==> src/rtl/gate_exerciser_pkg.sv <==
// rtl/gate_exerciser_pkg.sv - shared types, truth tables and helpers for the gate exerciser
//
// Purpose: state encoding for the exerciser FSM, truth-table constants for the
//          common two-input gate cells, and the expected-bit lookup.
// Ports:   none (package).
package gate_test_pkg;

    typedef enum logic [1:0] {
        IDLE  = 2'd0,
        APPLY = 2'd1,
        DONE  = 2'd2
    } state_t;

    // Bit k of a truth table is the expected output for input vector k.
    localparam logic [3:0] TT_AND  = 4'b1000;
    localparam logic [3:0] TT_OR   = 4'b1110;
    localparam logic [3:0] TT_XOR  = 4'b0110;
    localparam logic [3:0] TT_NAND = 4'b0111;

    // Tables are zero-extended to 16 bits so one helper serves every N_IN up to 4.
    function automatic logic exp_bit(input logic [15:0] tt, input logic [3:0] vec);
        return tt[vec];
    endfunction

endpackage

==> src/rtl/gate_exerciser_if.sv <==
// rtl/gate_exerciser_if.sv - link between the exerciser and the gate under test
//
// Purpose: carries the applied input vector out to the gate and its output back.
// Signals: dut_in  [N_IN-1:0]  vector driven to the gate (bit 0 = a, bit 1 = b)
//          dut_out            gate output returned to the exerciser
// Modports: master (exerciser side), slave (gate side).
interface gate_exerciser_if #(
    parameter int N_IN = 2
);
    logic [N_IN-1:0] dut_in;
    logic            dut_out;

    modport master (output dut_in, input dut_out);
    modport slave  (input dut_in, output dut_out);
endinterface

==> src/rtl/gate_exerciser_timer.sv <==
// rtl/gate_exerciser_timer.sv - per-vector hold counter
//
// Purpose: counts the cycles a vector has been applied and flags the sample cycle.
// Ports:   clk, rst_n  clock and asynchronous active-low reset
//          clr         forces the count back to zero (wins over en)
//          en          advances the count by one
//          last        high while the count equals HOLD_CYCLES-1
module gate_exerciser_timer #(
    parameter int HOLD_CYCLES = 5
) (
    input  logic clk,
    input  logic rst_n,
    input  logic clr,
    input  logic en,
    output logic last
);
    localparam int CW = (HOLD_CYCLES > 2) ? $clog2(HOLD_CYCLES) : 1;

    logic [CW-1:0] cnt_q;
    logic [CW-1:0] cnt_d;

    always_comb begin
        cnt_d = cnt_q;
        if (clr) begin
            cnt_d = '0;
        end else if (en) begin
            cnt_d = cnt_q + CW'(1);
        end
    end

    always_ff @(posedge clk or negedge rst_n) begin
        if (!rst_n) begin
            cnt_q <= '0;
        end else begin
            cnt_q <= cnt_d;
        end
    end

    assign last = (cnt_q == CW'(HOLD_CYCLES - 1));

endmodule

==> src/rtl/gate_exerciser.sv <==
// rtl/gate_exerciser.sv - stimulus/response engine sweeping a small combinational gate
//
// Purpose: applies every input vector to the gate, holds it HOLD_CYCLES cycles,
//          samples the gate output on the last hold cycle and compares it to EXP_TT.
// Ports:   clk, rst_n       clock and asynchronous active-low reset
//          start            pulse, begins a sweep when idle
//          abort            level, cancels an active sweep
//          gif              gate link (dut_in out, dut_out in)
//          busy             high while a sweep is active
//          done             one-cycle pulse at sweep completion
//          pass             last completed sweep had zero mismatches
//          err_count        mismatches in the current or last sweep
//          fail_valid       at least one mismatch recorded
//          first_fail_vec   input vector of the first mismatch
module gate_exerciser
    import gate_test_pkg::*;
#(
    parameter int                   N_IN        = 2,
    parameter int                   HOLD_CYCLES = 5,
    parameter logic [(1<<N_IN)-1:0] EXP_TT      = TT_AND
) (
    input  logic              clk,
    input  logic              rst_n,
    input  logic              start,
    input  logic              abort,
    gate_exerciser_if.master  gif,
    output logic              busy,
    output logic              done,
    output logic              pass,
    output logic [N_IN:0]     err_count,
    output logic              fail_valid,
    output logic [N_IN-1:0]   first_fail_vec
);

    state_t            state_q;
    logic [N_IN-1:0]   dut_in_q;
    logic              busy_q;
    logic              done_q;
    logic              pass_q;
    logic [N_IN:0]     err_count_q;
    logic [N_IN:0]     err_count_d;
    logic              fail_valid_q;
    logic [N_IN-1:0]   first_fail_vec_q;

    logic              hold_last;
    logic              timer_clr;
    logic              timer_en;
    logic              compare_now;
    logic              mismatch;
    logic              last_vec;

    // The counter only runs in APPLY; it is held at zero elsewhere so every
    // vector, including the first after start, gets the full hold time.
    assign timer_en  = (state_q == APPLY);
    assign timer_clr = (state_q != APPLY) || hold_last || abort;

    gate_exerciser_timer #(
        .HOLD_CYCLES (HOLD_CYCLES)
    ) u_timer (
        .clk   (clk),
        .rst_n (rst_n),
        .clr   (timer_clr),
        .en    (timer_en),
        .last  (hold_last)
    );

    // An abort on the sample cycle discards that compare.
    assign compare_now = (state_q == APPLY) && hold_last && !abort;
    assign mismatch    = compare_now &&
                         (gif.dut_out != exp_bit(16'(EXP_TT), 4'(dut_in_q)));
    assign err_count_d = err_count_q + {{N_IN{1'b0}}, mismatch};
    assign last_vec    = (dut_in_q == {N_IN{1'b1}});

    always_ff @(posedge clk or negedge rst_n) begin
        if (!rst_n) begin
            state_q          <= IDLE;
            dut_in_q         <= '0;
            busy_q           <= 1'b0;
            done_q           <= 1'b0;
            pass_q           <= 1'b0;
            err_count_q      <= '0;
            fail_valid_q     <= 1'b0;
            first_fail_vec_q <= '0;
        end else begin
            done_q <= 1'b0;
            case (state_q)
                IDLE: begin
                    if (start) begin
                        state_q          <= APPLY;
                        busy_q           <= 1'b1;
                        dut_in_q         <= '0;
                        pass_q           <= 1'b0;
                        err_count_q      <= '0;
                        fail_valid_q     <= 1'b0;
                        first_fail_vec_q <= '0;
                    end
                end
                APPLY: begin
                    if (abort) begin
                        state_q  <= IDLE;
                        busy_q   <= 1'b0;
                        dut_in_q <= '0;
                        pass_q   <= 1'b0;
                    end else if (hold_last) begin
                        err_count_q <= err_count_d;
                        if (mismatch && !fail_valid_q) begin
                            first_fail_vec_q <= dut_in_q;
                            fail_valid_q     <= 1'b1;
                        end
                        if (last_vec) begin
                            // done/pass are registered here so they are valid
                            // during the single DONE cycle.
                            state_q  <= DONE;
                            busy_q   <= 1'b0;
                            done_q   <= 1'b1;
                            pass_q   <= (err_count_d == '0);
                            dut_in_q <= '0;
                        end else begin
                            dut_in_q <= dut_in_q + {{(N_IN-1){1'b0}}, 1'b1};
                        end
                    end
                end
                DONE: begin
                    state_q <= IDLE;
                end
                default: begin
                    state_q <= IDLE;
                end
            endcase
        end
    end

    assign gif.dut_in     = dut_in_q;
    assign busy           = busy_q;
    assign done           = done_q;
    assign pass           = pass_q;
    assign err_count      = err_count_q;
    assign fail_valid     = fail_valid_q;
    assign first_fail_vec = first_fail_vec_q;

endmodule

==> src/flat_wrapper.sv <==
// flat-port wrapper written by rule: the top's interface ports become plain ports
module gate_exerciser_flat import gate_test_pkg::*;
#(
    parameter int                   N_IN        = 2,
    parameter int                   HOLD_CYCLES = 5,
    parameter logic [(1<<N_IN)-1:0] EXP_TT      = TT_AND
)
  (clk, rst_n, start, abort, busy, done, pass, err_count, fail_valid, first_fail_vec, gif_dut_in, gif_dut_out);
  gate_exerciser_if #(.N_IN(N_IN)) gif_i ();
  input  logic clk;
  input  logic rst_n;
  input  logic start;
  input  logic abort;
  output logic busy;
  output logic done;
  output logic pass;
  output logic [N_IN:0] err_count;
  output logic fail_valid;
  output logic [N_IN-1:0] first_fail_vec;
  output wire logic [$bits(gif_i.dut_in)-1:0] gif_dut_in;
  input wire logic [$bits(gif_i.dut_out)-1:0] gif_dut_out;
  assign gif_dut_in = gif_i.dut_in;
  assign gif_i.dut_out = gif_dut_out;
  gate_exerciser #(.N_IN(N_IN), .HOLD_CYCLES(HOLD_CYCLES), .EXP_TT(EXP_TT)) u_core (.clk(clk), .rst_n(rst_n), .start(start), .abort(abort), .gif(gif_i), .busy(busy), .done(done), .pass(pass), .err_count(err_count), .fail_valid(fail_valid), .first_fail_vec(first_fail_vec));
endmodule
==> config.mk <==
export PLATFORM = sky130hd
export DESIGN_NAME = gate_exerciser_flat
export DESIGN_NICKNAME = d
export VERILOG_FILES = /design/src/rtl/gate_exerciser_pkg.sv /design/src/rtl/gate_exerciser_if.sv /design/src/rtl/gate_exerciser_timer.sv /design/src/rtl/gate_exerciser.sv /design/src/flat_wrapper.sv
export SDC_FILE = /design/constraint.sdc
export NUM_CORES = 1
export LEC_CHECK = 0
export ABC_CLOCK_PERIOD_IN_PS = 2300
export CORE_MARGIN = 8
export CORE_UTILIZATION = 49
export CTS_CLUSTER_DIAMETER = 120
export DETAILED_ROUTE_END_ITERATION = 6
export HOLD_SLACK_MARGIN = 0.08
export PLACE_DENSITY = 0.75
export RECOVER_POWER = 100
export SYNTH_ARGS = -nofsm -noshare
export SYNTH_HDL_FRONTEND = slang
export SYNTH_SLANG_ARGS = --single-unit
==> constraint.sdc <==
create_clock -name clk -period 2.3 [get_ports clk]
set_input_delay 0.345 -clock clk [delete_from_list [all_inputs] [get_ports clk]]
set_output_delay 0.345 -clock clk [all_outputs]
set_load 0.1 [all_outputs]
==> run metrics, run 1 <==
Leak=between 0.0004 and 0.0005 uW; layout cell share with drive strength beyond 1=around 16%; Slew Viols, Final=0; Yosys cell types=33; clock sinks=16; fmax=between 400 and 500 MHz; status=completed; root buf cell=clkbuf_4; worst min-delay path class=flip-flop to flip-flop; # rows=15; Area growth syn-to-layout=18.1%; Die H=about 59 um; initial antenna violation count=0; Nets=between 100 and 150; post-synthesis register bit count=16; largest net degree at the start of global routing=17; core area=roughly 1700 um2; wire length per cell=around 15 um; ys flop type=dfrtp_1; GRT Overall Usage=between 10% and 20%; Pwr per Cell Area=925 nW/um2; slowest CP cell=dfrtp_4; Vias=677; FF-to-FF End=u_core.pass; critical path type=flip-flop to flip-flop; reg2reg start=u_core.gif.dut_in[0]; reg2reg setup slack=0.16 ns; post-synthesis instance total=84; Synth top area share=44.6%; Hold Startpoint=u_core.pass; Seq/Total Area, Yosys=around 45%; area leader, netlist=dfrtp_1; post-route minimum period=2.14 ns; most frequent cells in the layout=dfrtp_1 (14), inv_1 (11), clkbuf_1 (11), nand2_1 (6), ha_1 (5); first-pass GRT wire length=roughly 3200 um; placed insts=~130; Post-Synthesis Mean Instance Area=between 10 and 15 um2; Post-synth EDFFs=0; # diodes=0; worst hold stages=1; Max Buffers Root-to-Sink=2; Crit path required time=~2.5 ns; Area contributors post-synth=dfrtp_1 (45%), ha_1 (7.0%), inv_1 (4.6%); CP Cell Sequence=ha_1 > xnor2_2 > nor2_1 > ha_1 > ha_1 > xor2_1 > nor4b_2 > mux2_4; worst-path fanout max=5; CTS tree=done; Hold Buf Count CTS=0; Detailed Route WL=roughly 1900 um; reg2reg path depth=8; vias per inst=roughly 5.2; most frequent CP cell=ha_1; Final Setup Violations=0; Worst slew margin=a little over a fifth; Num CTS Buffers=3; Post-Syn Nets=94; clock slew at reported path FFs=~0.10 ns; number of global-route vias before repair=696; TritonRoute pass-1 iters=4; asr flop ratio synth=between 90% and 100%; IO buf count=15; maxcap violations=0; Ports=16; Hold Fails Final Rpt=0; crit-path max cell delay=0.51 ns; Mapped Area=897 um2; clock skew=about 0.0043 ns; post-route setup slack=~0.16 ns; Antenna Nets Post-Route=0; Post CTS Setup Buffer Count=0; commonest non-fill, non-tap cell in the layout=dfrtp_1; DRC violations left=0; Worst Path Arrival=2.33 ns; fin crit share=about 93%; startpoint types=flip-flop; GRT overflow=0; Die Footprint=about 3500 um2; GP Congestion=between 0.7 and 0.8; Die Width=about 60 um; Yosys warnings=0; 1st-iter DRT viols=9; HPWL after detailed placement=~1400 um; hold endpoint=u_core.pass; Place WS=a little under 0.07 ns; Critical Path End Type=flip-flop; worst-margin pin slew=roughly 1.2 ns; fin cells=between 100 and 150; Starting Density=roughly half; worst skew pair latency=0.29 ns; maximum VDD drop=between 0.0004 and 0.0005 V; H-tree depth=1
==> cell type report <==
class | count | area, um2
Inverter | 11 | 41.3
Sequential cell | 16 | 405
Clock buffer | 4 | 36.3
Fill cell | 162 | 667
Timing Repair Buffer | 19 | 105
Tap cell | 25 | 31.3
Multi-Input combinational cell | 56 | 440
==> worst max-delay path: cells and delay by family (launching register included) <==
kind                     cells  cell delay (ns)
flip-flops                   1             0.51
adder cells (fa/ha/maj)      3             0.69
AND/OR/NAND/NOR              2             0.14
multiplexers                 1             0.25
XOR/XNOR                     2             0.45
==> through the flow <==
| step | utilization (%) | TNS, ns | hold WS, ns | instance area (um2) | power [uW] |
|---|---|---|---|---|---|
| 3_3_place_gp | 62.2 | 0 | 0.503 | 1070 | 830 |
| 5_1_grt | 61.4 | -0.00436 | 0.566 | 1060 | 1030 |
| 2_1_floorplan | - | 0 | 0.0494 | 902 | 728 |
| 3_5_place_dp | 62.2 | 0 | 0.512 | 1070 | 835 |
| 4_1_cts | 64.3 | 0 | 0.498 | 1110 | 1030 |
| 6_report | 61.4 | 0 | 0.527 | 1060 | 981 |
==> cell families (layout without fill, tap and decap cells) <==
kind of cell / count (synthesis) / count (layout) / share of synthesized area (%)
flops: 16 / 16 / 44.6
xor+xnor: 3 / 3 / 2.93
fa+ha+maj: 5 / 5 / 6.97
simple gates: 29 / 29 / 21.3
mux: 5 / 5 / 6.14
buf+inv: 12 / 34 / 5.86
compound gates: 14 / 14 / 12.1
==> cells in the mapped netlist, types with 2 or more instances <==
library cell and n:
o311ai_0 2, and3_1 4, nand2_1 6, nor2_1 3, ha_1 5, a21oi_2 2, o21bai_1 2, mux2i_1 4
nand2b_1 2, nor2b_1 2, inv_1 11, nand4_1 3, xor2_1 2, dfrtp_1 16, o211ai_1 2
==> how the worst max path moves through the flow <==
stage / slack, ns / start / to
after global placement: 0.13 / gif_dut_out / u_core.pass
after CTS: 0.09 / u_core.gif.dut_in[0] / u_core.pass
final: 0.16 / u_core.gif.dut_in[0] / u_core.pass
after global routing: -0.004 / u_core.gif.dut_in[0] / u_core.pass
after floorplan: 0.004 / u_core.gif.dut_in[1] / u_core.pass
after detailed placement: 0.07 / gif_dut_out / u_core.pass
==> sequential cells by signal (all words and copies together) (netlist names) <==
signal / flops
u_core.pass: 1
u_core.done: 1
u_core.fail_valid: 1
u_core.err_count: 3
u_core.first_fail_vec: 2
u_core.state_q: 2
u_core.busy: 1
u_core.u_timer.cnt_q: 3
u_core.gif.dut_in: 2
==> power breakdown <==
part           internal (uW)  switching, uW
logic                   80.0            353
registers                322           34.3
clock network           96.5           95.4
==> timing repair <==
action                                  in CTS  in global routing
gates resized for setup                      0                  1
endpoints found under the setup margin       0                  1
hold endpoints to repair                     0                  0
==> metal layers <==
layer  wire (um)  vias to the layer above  track usage (%)  part of all wire, %
li1            -                      339                -                    -
met1         877                      324             14.4                   46
met2         914                        9             19.5                   48
met3          92                        5             3.26                  4.8
met4          38                        0             6.14                  2.0
met5           0                        -                0                    0
No activity file was read; power rests on OpenSTA's default activity.
==> inputs of run 2 (changes only) <==
--- a/config.mk
+++ b/config.mk
@@ -11,7 +11,7 @@
 export CTS_CLUSTER_DIAMETER = 120
 export DETAILED_ROUTE_END_ITERATION = 6
 export HOLD_SLACK_MARGIN = 0.08
-export PLACE_DENSITY = 0.75
+export PLACE_DENSITY_LB_ADDON = 0.3
 export RECOVER_POWER = 100
 export SYNTH_ARGS = -nofsm -noshare
 export SYNTH_HDL_FRONTEND = slang
==> constraint.sdc (replaced) <==
create_clock -name clk -period 2.3 [get_ports clk]
set_input_delay 0.345 -clock clk [delete_from_list [all_inputs] [get_ports clk]]
set_output_delay 0.345 -clock clk [all_outputs]
set_load 0.01 [all_outputs]
==> run metrics, run 2 (synthesized netlist as in run 1, its figures left out) <==
Nets=118 (+0.85%); most frequent CP cell=ha_1; CP endpoint=u_core.pass; initial antenna violation count=0 (unchanged); Reg area=400 um2 (-1.2%); Worst slew margin=43.3% (+21 points); H-tree depth=1 (unchanged); startpoint types=flip-flop; wire length per cell=14.8 um (+0.73%); Post CTS Setup Buffer Count=0 (unchanged); final core occ=64.6% (+3.3 points); Final Setup Violations=0 (unchanged); Slew Viols, Final=0 (unchanged); Crit path required time=2.48 ns (about the same); layout cell share with drive strength beyond 1=13.2% (-2.8 points); 1st-iter DRT viols=42 (+33); # rows=15 (unchanged); reg2reg path depth=10 (+2); Area growth syn-to-layout=24.4%; crit-path max cell delay=0.39 ns (-0.12 ns); placed insts=128 (+0.79%); commonest non-fill, non-tap cell in the layout=dfrtp_1; Worst Path Arrival=2.33 ns (about the same); status=completed; Pwr Total=719 uW (-27%); most frequent cells in the layout=dfrtp_1 (16), dlygate4sd3_1 (13), inv_1 (11), nand2_1 (6), ha_1 (5); maxcap violations=0 (unchanged); root buf cell=clkbuf_4; core area=1730 um2 (unchanged); clock sinks=16 (unchanged); reg2reg start=u_core.u_timer.cnt_q[0]; Vias=712 (+5.2%); Leak=0.000538 uW (+10%); fmax=465 MHz (-0.43%); IO buf count=15 (unchanged); critical path type=flip-flop to flip-flop; Max Buffers Root-to-Sink=2 (unchanged); Critical Path End Type=flip-flop; CTS tree=done; fin crit share=93.6% (+0.40 points); FF-to-FF End=u_core.pass; fin cells=131 (unchanged); Antenna Nets Post-Route=0 (unchanged); first-pass GRT wire length=3280 um (+2.4%); Die H=58.8 um (unchanged); Num CTS Buffers=3 (unchanged); Detailed Route WL=1940 um (+0.73%); GP Congestion=0.838 (+8.5%); Ports=16 (unchanged); final instance area=1120 um2 (+5.3%); clock skew=0.00361 ns (-0.000727 ns); slowest CP cell=dfrtp_1; multi-input logic area=440 um2 (unchanged); Min Hold Slack=0.522 ns (-0.00441 ns); # diodes=0 (unchanged); CP delay by family, top=simple AND/OR/NAND/NOR gates; GRT Overall Usage=12.4% (+0.28 points); Area after DPL=1100 um2 (+2.8%); Die Width=58.8 um (unchanged); Starting Density=52.0% (unchanged); clock slew at reported path FFs=0.09 ns (about the same); number of global-route vias before repair=719 (+3.3%); Hold Startpoint=u_core.pass; maximum VDD drop=0.000401 V (-5.8%); DRC violations left=0 (unchanged); worst-margin pin slew=0.849 ns (-0.329 ns); CP Cell Sequence=inv_1 > ha_1 > and4b_2 > nand2_2 > nor2_1 > ha_1 > ha_1 > xor2_1 > nor4b_2 > mux2_4; Hold Buf Count CTS=0 (unchanged); worst-path fanout max=6 (+1); post-route minimum period=2.15 ns (+0.00923 ns); GRT overflow=0 (unchanged); reg2reg setup slack=0.15 ns (about the same); TritonRoute pass-1 iters=4 (unchanged); critical path launch point=u_core.u_timer.cnt_q[0]; vias per inst=5.44 (+5.2%); unrepaired setup endpoints after global routing=false; worst min-delay path class=flip-flop to flip-flop; worst skew pair latency=0.29 ns (about the same); Pwr per Cell Area=644 nW/um2 (-30%); Bufs and invs on worst path=1 (+1); number of fill cells in the layout=144 (-11%); Die Footprint=3460 um2 (unchanged); Stages on worst setup path=10 (+2); largest net degree at the start of global routing=17 (unchanged); # resized after CTS=0 (unchanged); Hold Fails Final Rpt=0 (unchanged); HPWL after detailed placement=1480 um (+2.7%)
[run 2: cell count changes in the layout (fill, tap and decap cells not counted)]
cell	before	now
dlygate4sd3_1	2	13
clkbuf_1	11	2
dfrtp_1	14	16
buf_1	1	0
buf_4	2	3
clkbuf_2	1	0
clkbuf_8	1	0
dfrtp_2	1	0
dfrtp_4	1	0
[run 2: worst min path at each step]
stage / cells after the start / endpoint / slack, ns
floorplan: 0 / u_core.busy / 0.05
global placement: 1 / u_core.pass / 0.51
detailed placement: 1 / u_core.pass / 0.52
CTS: 1 / u_core.pass / 0.49
global route: 1 / u_core.pass / 0.55
finish: 1 / u_core.pass / 0.52
[run 2: stage by stage]
step	TNS [ns]	worst slack [ns]
after floorplan	0	0.268
after CTS	0	0.114
after global routing	0	0.00748
final	0	0.147
after detailed placement	-0.00434	-0.00434
after global placement	0	0.128
[run 2: layout make-up]
class / count / share of cell area [%]
Multi-Input combinational cell: 56 / 39.5
Sequential cell: 16 / 35.9
Timing Repair Buffer: 20 / 16.1
Inverter: 11 / 3.70
Tap cell: 25 / 2.80
Clock buffer: 3 / 2.02
[run 2: power breakdown]
part	leakage (uW)	total [uW]	internal, uW	switching (uW)
sequential	0.000211	352	322	30.5
combinational	0.000314	220	112	108
clock	0.0000138	147	60.9	85.7
[run 2: per-layer routing]
metal  GRT usage, %  part of all wire [%]  vias up
met5              0                     0        -
met4           7.17                   1.9        0
met3           2.83                   5.7        5
met2           20.7                    49       20
met1           14.0                    43      347
li1               -                     -      340
